## src/rtl/decoder_n_to_m_seq_if.sv

```systemverilog
// Bus bundle for the registered N-to-M decoder: control and index inputs
// plus the registered decode, valid flag, index readback and range flag.
interface decoder_n_to_m_seq_if #(
  parameter int IN_W  = 3,
  parameter int OUT_W = 8
);
  logic             enable;
  logic [1:0]       mode;
  logic [IN_W-1:0]  in;
  logic             in_valid;
  logic [OUT_W-1:0] out;
  logic             out_valid;
  logic [IN_W-1:0]  sel_q;
  logic             range_err;

  modport master (
    output enable, mode, in, in_valid,
    input  out, out_valid, sel_q, range_err
  );

  modport slave (
    input  enable, mode, in, in_valid,
    output out, out_valid, sel_q, range_err
  );
endinterface

```

## src/rtl/decoder_n_to_m_seq.sv

```systemverilog
// Registered N-to-M decoder with one-hot, thermometer, auto-scan and
// active-low one-hot modes. Every output comes straight from a flop, so
// there is no combinational path from the inputs to the outputs.
module decoder_n_to_m_seq #(
  parameter int IN_W     = 3,
  parameter int OUT_W    = 8,
  parameter int SCAN_DIV = 4
) (
  input logic                clk,
  input logic                rst,
  decoder_n_to_m_seq_if.slave bus
);

  typedef enum logic [1:0] {
    MODE_ONEHOT   = 2'd0,
    MODE_THERM    = 2'd1,
    MODE_SCAN     = 2'd2,
    MODE_ONEHOT_N = 2'd3
  } mode_t;

  localparam int CNT_W = (SCAN_DIV > 1) ? $clog2(SCAN_DIV) : 1;
  localparam int CMP_W = (IN_W > $clog2(OUT_W)) ? IN_W : $clog2(OUT_W);
  localparam int RNG_W = CMP_W + 1;

  localparam logic [CNT_W-1:0] CNT_LAST  = CNT_W'(SCAN_DIV - 1);
  localparam logic [RNG_W-1:0] OUT_W_EXT = RNG_W'(OUT_W);
  localparam logic [RNG_W-1:0] LAST_IDX  = RNG_W'(OUT_W - 1);

  mode_t            cur_mode;
  logic [IN_W-1:0]  sel_q;
  logic [CNT_W-1:0] cnt_q;
  logic [OUT_W-1:0] out_q;
  logic             out_valid_q;
  logic             range_err_q;

  logic [IN_W-1:0]  idx_next;
  logic [CNT_W-1:0] cnt_next;
  logic [CMP_W-1:0] idx_cmp;
  logic             in_range;
  logic [OUT_W-1:0] onehot;
  logic [OUT_W-1:0] therm;
  logic [OUT_W-1:0] out_d;
  logic             out_valid_d;
  logic             range_err_d;

  assign cur_mode = mode_t'(bus.mode);

  // Next index and scan divider: loads outside scan mode, divided stepping
  // with wrap inside it, and everything frozen while the block is disabled.
  always_comb begin
    idx_next = sel_q;
    cnt_next = cnt_q;
    if (cur_mode != MODE_SCAN) begin
      cnt_next = '0;
      if (bus.enable && bus.in_valid) begin
        idx_next = bus.in;
      end
    end else if (bus.enable) begin
      if (cnt_q == CNT_LAST) begin
        cnt_next = '0;
        if (RNG_W'(sel_q) >= LAST_IDX) begin
          idx_next = '0;
        end else begin
          idx_next = sel_q + 1'b1;
        end
      end else begin
        cnt_next = cnt_q + 1'b1;
      end
    end
  end

  // Decode of the upcoming index; an out-of-range index drives every output
  // to its inactive level and raises the range flag alongside it.
  always_comb begin
    idx_cmp     = CMP_W'(idx_next);
    in_range    = (RNG_W'(idx_next) < OUT_W_EXT);
    onehot      = '0;
    therm       = '0;
    out_d       = '0;
    out_valid_d = 1'b0;
    range_err_d = range_err_q;
    for (int i = 0; i < OUT_W; i++) begin
      onehot[i] = (idx_cmp == CMP_W'(i));
      therm[i]  = (idx_cmp >= CMP_W'(i));
    end
    if (!bus.enable) begin
      if (cur_mode == MODE_ONEHOT_N) begin
        out_d = '1;
      end
    end else begin
      out_valid_d = 1'b1;
      range_err_d = !in_range;
      case (cur_mode)
        MODE_THERM:    out_d = in_range ? therm : '0;
        MODE_ONEHOT_N: out_d = in_range ? ~onehot : '1;
        default:       out_d = in_range ? onehot : '0;
      endcase
    end
  end

  // State and output registers; reset wins over every other input.
  always_ff @(posedge clk) begin
    if (rst) begin
      sel_q       <= '0;
      cnt_q       <= '0;
      out_q       <= '0;
      out_valid_q <= 1'b0;
      range_err_q <= 1'b0;
    end else begin
      sel_q       <= idx_next;
      cnt_q       <= cnt_next;
      out_q       <= out_d;
      out_valid_q <= out_valid_d;
      range_err_q <= range_err_d;
    end
  end

  assign bus.out       = out_q;
  assign bus.out_valid = out_valid_q;
  assign bus.sel_q     = sel_q;
  assign bus.range_err = range_err_q;

endmodule
```

## src/flat_wrapper.sv

```systemverilog
// flat-port wrapper written by rule: the top's interface ports become plain ports
module decoder_n_to_m_seq_flat 
#(
  parameter int IN_W     = 3,
  parameter int OUT_W    = 8,
  parameter int SCAN_DIV = 4
)
  (clk, rst, bus_enable, bus_mode, bus_in, bus_in_valid, bus_out, bus_out_valid, bus_sel_q, bus_range_err);
  decoder_n_to_m_seq_if #(.IN_W(IN_W), .OUT_W(OUT_W)) bus_i ();
  input logic clk;
  input logic rst;
  input wire logic [$bits(bus_i.enable)-1:0] bus_enable;
  input wire logic [$bits(bus_i.mode)-1:0] bus_mode;
  input wire logic [$bits(bus_i.in)-1:0] bus_in;
  input wire logic [$bits(bus_i.in_valid)-1:0] bus_in_valid;
  output wire logic [$bits(bus_i.out)-1:0] bus_out;
  output wire logic [$bits(bus_i.out_valid)-1:0] bus_out_valid;
  output wire logic [$bits(bus_i.sel_q)-1:0] bus_sel_q;
  output wire logic [$bits(bus_i.range_err)-1:0] bus_range_err;
  assign bus_i.enable = bus_enable;
  assign bus_i.mode = bus_mode;
  assign bus_i.in = bus_in;
  assign bus_i.in_valid = bus_in_valid;
  assign bus_out = bus_i.out;
  assign bus_out_valid = bus_i.out_valid;
  assign bus_sel_q = bus_i.sel_q;
  assign bus_range_err = bus_i.range_err;
  decoder_n_to_m_seq #(.IN_W(IN_W), .OUT_W(OUT_W), .SCAN_DIV(SCAN_DIV)) u_core (.clk(clk), .rst(rst), .bus(bus_i));
endmodule
```

## config.mk

```make
export PLATFORM = sky130hd
export DESIGN_NAME = decoder_n_to_m_seq_flat
export DESIGN_NICKNAME = d
export VERILOG_FILES = /design/src/rtl/decoder_n_to_m_seq_if.sv /design/src/rtl/decoder_n_to_m_seq.sv /design/src/flat_wrapper.sv
export SDC_FILE = /design/constraint.sdc
export NUM_CORES = 1
export LEC_CHECK = 0
export CAP_MARGIN = 10
export CELL_PAD_IN_SITES_DETAIL_PLACEMENT = 0
export CELL_PAD_IN_SITES_GLOBAL_PLACEMENT = 2
export CORE_MARGIN = 8
export CORE_UTILIZATION = 29
export CTS_CLUSTER_SIZE = 14
export DETAILED_ROUTE_END_ITERATION = 10
export PLACE_DENSITY = 0.79
export SLEW_MARGIN = 15
export SYNTH_ARGS = -nofsm -noshare
export SYNTH_HDL_FRONTEND = slang
export SYNTH_SLANG_ARGS = --single-unit
```

## constraint.sdc

```tcl
create_clock -name clk -period 3.4 [get_ports clk]
set_clock_uncertainty 0.05 [all_clocks]
set_input_delay 0.51 -clock clk [delete_from_list [all_inputs] [get_ports clk]]
set_output_delay 0.51 -clock clk [all_outputs]
set_load 0.1 [all_outputs]
```

==> results by group <==
Worst hold path
  • Hold path cells: 2
  • Worst hold path type: reg2reg
  • Hold path start: u_core.cnt_q[0]
  • Endpoint, Worst Hold: u_core.cnt_q[0]

Die
  • Chip Width: approximately 70 um
  • # IOs: 22
  • # rows: 19
  • Initial core utilization: between 30 and 40%
  • DIE HEIGHT: roughly 70 um
  • Core footprint: 2780 um^2
  • Die ar.: 4940 um^2

Yosys
  • Post-Syn Instances: just under 100
  • Async SR Flop Fraction: 0%
  • Syn_nets: ~110
  • Synth warn: 0
  • Synth top area cells: dfxtp_1 (33%), mux2i_1 (4.7%), ha_1 (4.4%)
  • Post-synthesis xor/xnor area fraction: 0%
  • Library cells used by synthesis: 41
  • Largest area contributor in the netlist: dfxtp_1
  • Number of synthesized flops with an enable pin: 0
  • Combinational family with the most area after synthesis: compound AO/OA/AOI/OAI gates
  • Synth Area in Simple Gates: between 20% and 30%
  • Complex-gate fraction of the synthesized area: between 20% and 30%
  • Post-Syn Area: ~850 um^2
  • Post-synth top area share: around 33%
  • Fraction of synthesized area in multiplexers: 4.69%
  • Adder-Cell Fraction of Synth Area: 4.39%
  • Synth Flop Type: dfxtp_1
  • Yosys reg bits: 14
  • Syn avg cell area: approximately 8.6 um^2
  • Register area share after synthesis: between 30% and 40%

Routing
  • Vias per std cell: about 5.4
  • 1st-iter DRT viols: 14
  • Post-DR wirelength/cell: 14.4 um
  • Vias: roughly 800
  • DRC viols: 0
  • Final WL: 2.15 mm
  • ANT nets after route: 0
  • TritonRoute pass-1 iters: 4

GRT
  • Vias in the first global route: around 780
  • GRT Residual Overflow: 0
  • First-pass GRT wire length: ~3.7 mm
  • Total GRT Usage: a little under a tenth
  • Initial antenna violation count: 0
  • Pin count of the biggest net entering global routing: 16

Setup path
  • Worst EP required: 3.56 ns
  • Critical Path Max Stage Delay: 0.60 ns
  • Critical-path top delay cell: clkdlybuf4s50_1
  • Critical R2R Launch: u_core.bus.sel_q[0]
  • CP startpoint kind: primary input
  • Worst R2R End: u_core.bus.out[7]
  • Flop-to-flop setup slack: about 1.1 ns
  • R2R cell count: 6
  • Cell Chain, Critical Path: clkdlybuf4s50_1, buf_4, nand2_1, or4b_1, a22o_1, or3_1, a21oi_1
  • CP Class: in2reg
  • Crit. End Element: flip-flop
  • CP arrival: 2.80 ns
  • Max Fanout on Critical Path: 15

Finish
  • Number of diodes: 0
  • Layout cells sized above 1: 15.3%
  • Post-route cell area: approximately 1100 um^2
  • P&R area growth vs syn: 28.4%
  • Nets: roughly 130

Clocking
  • Clk buf depth: 2
  • CTS tree: done
  • Clock Tree Root: clkbuf_4
  • CTS Buf Count: 3
  • Hold-fix buffers, CTS: 0
  • CTS H-tree depth: 1
  • Clk Latency, worst-skew pair: approximately 0.28 ns
  • Clk sinks: 14
  • # Post-CTS Setup Buffers: 0
  • Cts repair resizes: 0
  • CTS clk-pin slew, worst paths: about 0.080 ns

Power
  • Worst IR drop on VDD: approximately 0.23 mV
  • Logic gate share of total power: 38.4%
  • Clock power frac: between 20% and 30%
  • Leakage Power: 0.432 nW
  • Reg power frac: between 40 and 50%
  • Power per Cell Area: just over 400 nW/um^2
  • P_int: between 0.0002 and 0.0003 W
  • Switching part of the total power: 40.4%
  • NetSw: around 0.00018 W

STA
  • Max_slew headroom: between 30% and 40%
  • Setup TNS: 0 ns
  • Unrepaired setup endpoints after global routing: no
  • Hold violation count in the final report: 0
  • Setup Viol. Count Final: 0
  • Fin worst setup slack: around 0.75 ns
  • Worst-margin pin slew: approximately 1 ns
  • Min cycle time layout: between 2 and 3 ns
  • Tcrit/Tclk final: between 70% and 80%
  • Peak Freq: ~380 MHz
  • Pins Over Slew Limit: 0

Place
  • # port buffers: 20
  • GPL Wtd Cong: 0.790
  • DP Worst Slack: 0.464 ns
  • Placed Instance Area: 1070 um^2
  • Dpl hpwl: about 1.6 mm

Outcome
  • Outcome: finished clean

Flow run
  • Max Cap Viol: 0
power groups by stage:
stage	sequential [W]	clock, W	combinational, W
after CTS	0.000178	0.000101	0.000172
after global routing	0.000180	0.000112	0.000181
after detailed placement	0.000182	0	0.000172
after global placement	0.000182	0	0.000173
after floorplan	0.000249	0	0.0000643
final	0.000178	0.0000956	0.000171
cell type report:
cell class | instances | area [um^2]
inverter | 1 | 3.75
timing repair buffer | 25 | 235
sequential | 14 | 280
multi-input combinational | 75 | 517
clock buffer | 3 | 22.5
tap | 31 | 38.8
fill | 303 | 1680
metal layers:
| layer | wire length [um] | track usage [%] |
|---|---|---|
| met3 | 145 | 4.52 |
| met2 | 1010 | 14.5 |
| met1 | 963 | 9.94 |
| met4 | 25 | 3.35 |
| met5 | 0 | 0 |
worst max-delay path by stage:
stage,to,slack [ns],startpoint
5_1_grt,u_core.bus.out[5],0.61,bus_enable
2_1_floorplan,u_core.bus.out[6],0.61,u_core.bus.sel_q[0]
4_1_cts,u_core.bus.out[7],0.77,bus_enable
3_5_place_dp,u_core.bus.out[6],0.46,bus_enable
6_report,u_core.bus.out[7],0.75,bus_enable
3_3_place_gp,u_core.bus.out[6],0.49,bus_enable
critical path, delay by kind of cell:
family	cells	cell delay [ns]
compound gates	2	0.48
simple gates	3	0.96
buf+inv	2	0.85
kinds of logic after synthesis:
family / Yosys count
muxes: 4
other: 1
DFF: 14
buffers and inverters: 10
AOI/OAI and AO/OA: 29
and+or+nand+nor: 38
adders and majority gates: 3
synthesized netlist by cell type, types with 2 or more instances:
library cell	count
ha_1	3
or3_1	2
a21oi_1	5
nor3_1	4
nand2b_1	3
buf_4	3
o21ai_0	5
a31oi_1	3
nor2b_1	3
dfxtp_1	14
mux2i_1	4
nor2_1	8
o211ai_1	3
o21ai_2	2
nand2_1	8
clkbuf_1	4
cells in the final DEF (no fill, tap or decap), drive strengths merged, types with 3 or more instances in the layout:
| cell type | n |
|---|---|
| nor2 | 8 |
| nand2b | 3 |
| a21oi | 5 |
| a31oi | 3 |
| o21ai | 7 |
| nand2 | 8 |
| clkdlybuf4s50 | 19 |
| buf | 6 |
| ha | 3 |
| clkbuf | 3 |
| nor3 | 5 |
| o211ai | 3 |
| dfxtp | 14 |
| mux2i | 4 |
| nor2b | 4 |
registers in the layout, indices dropped and copies added (netlist names):
signal                flops
u_core.bus.out            8
u_core.bus.sel_q          3
u_core.bus.out_valid      1
u_core.cnt_q              2
through the flow:
| stage | hold slack (ns) | utilization (%) | std cells | power, W |
|---|---|---|---|---|
| final | 0.495 | 39.5 | 149 | 0.000445 |
| after global routing | 0.526 | 39.5 | 149 | 0.000473 |
| after CTS | 0.503 | 39.5 | 149 | 0.000452 |
| after detailed placement | 0.491 | 38.6 | 146 | 0.000354 |
| after global placement | 0.479 | 38.6 | 146 | 0.000355 |
| after floorplan | 0.449 | - | 99 | 0.000314 |
No activity file was read; power rests on OpenSTA's default activity.
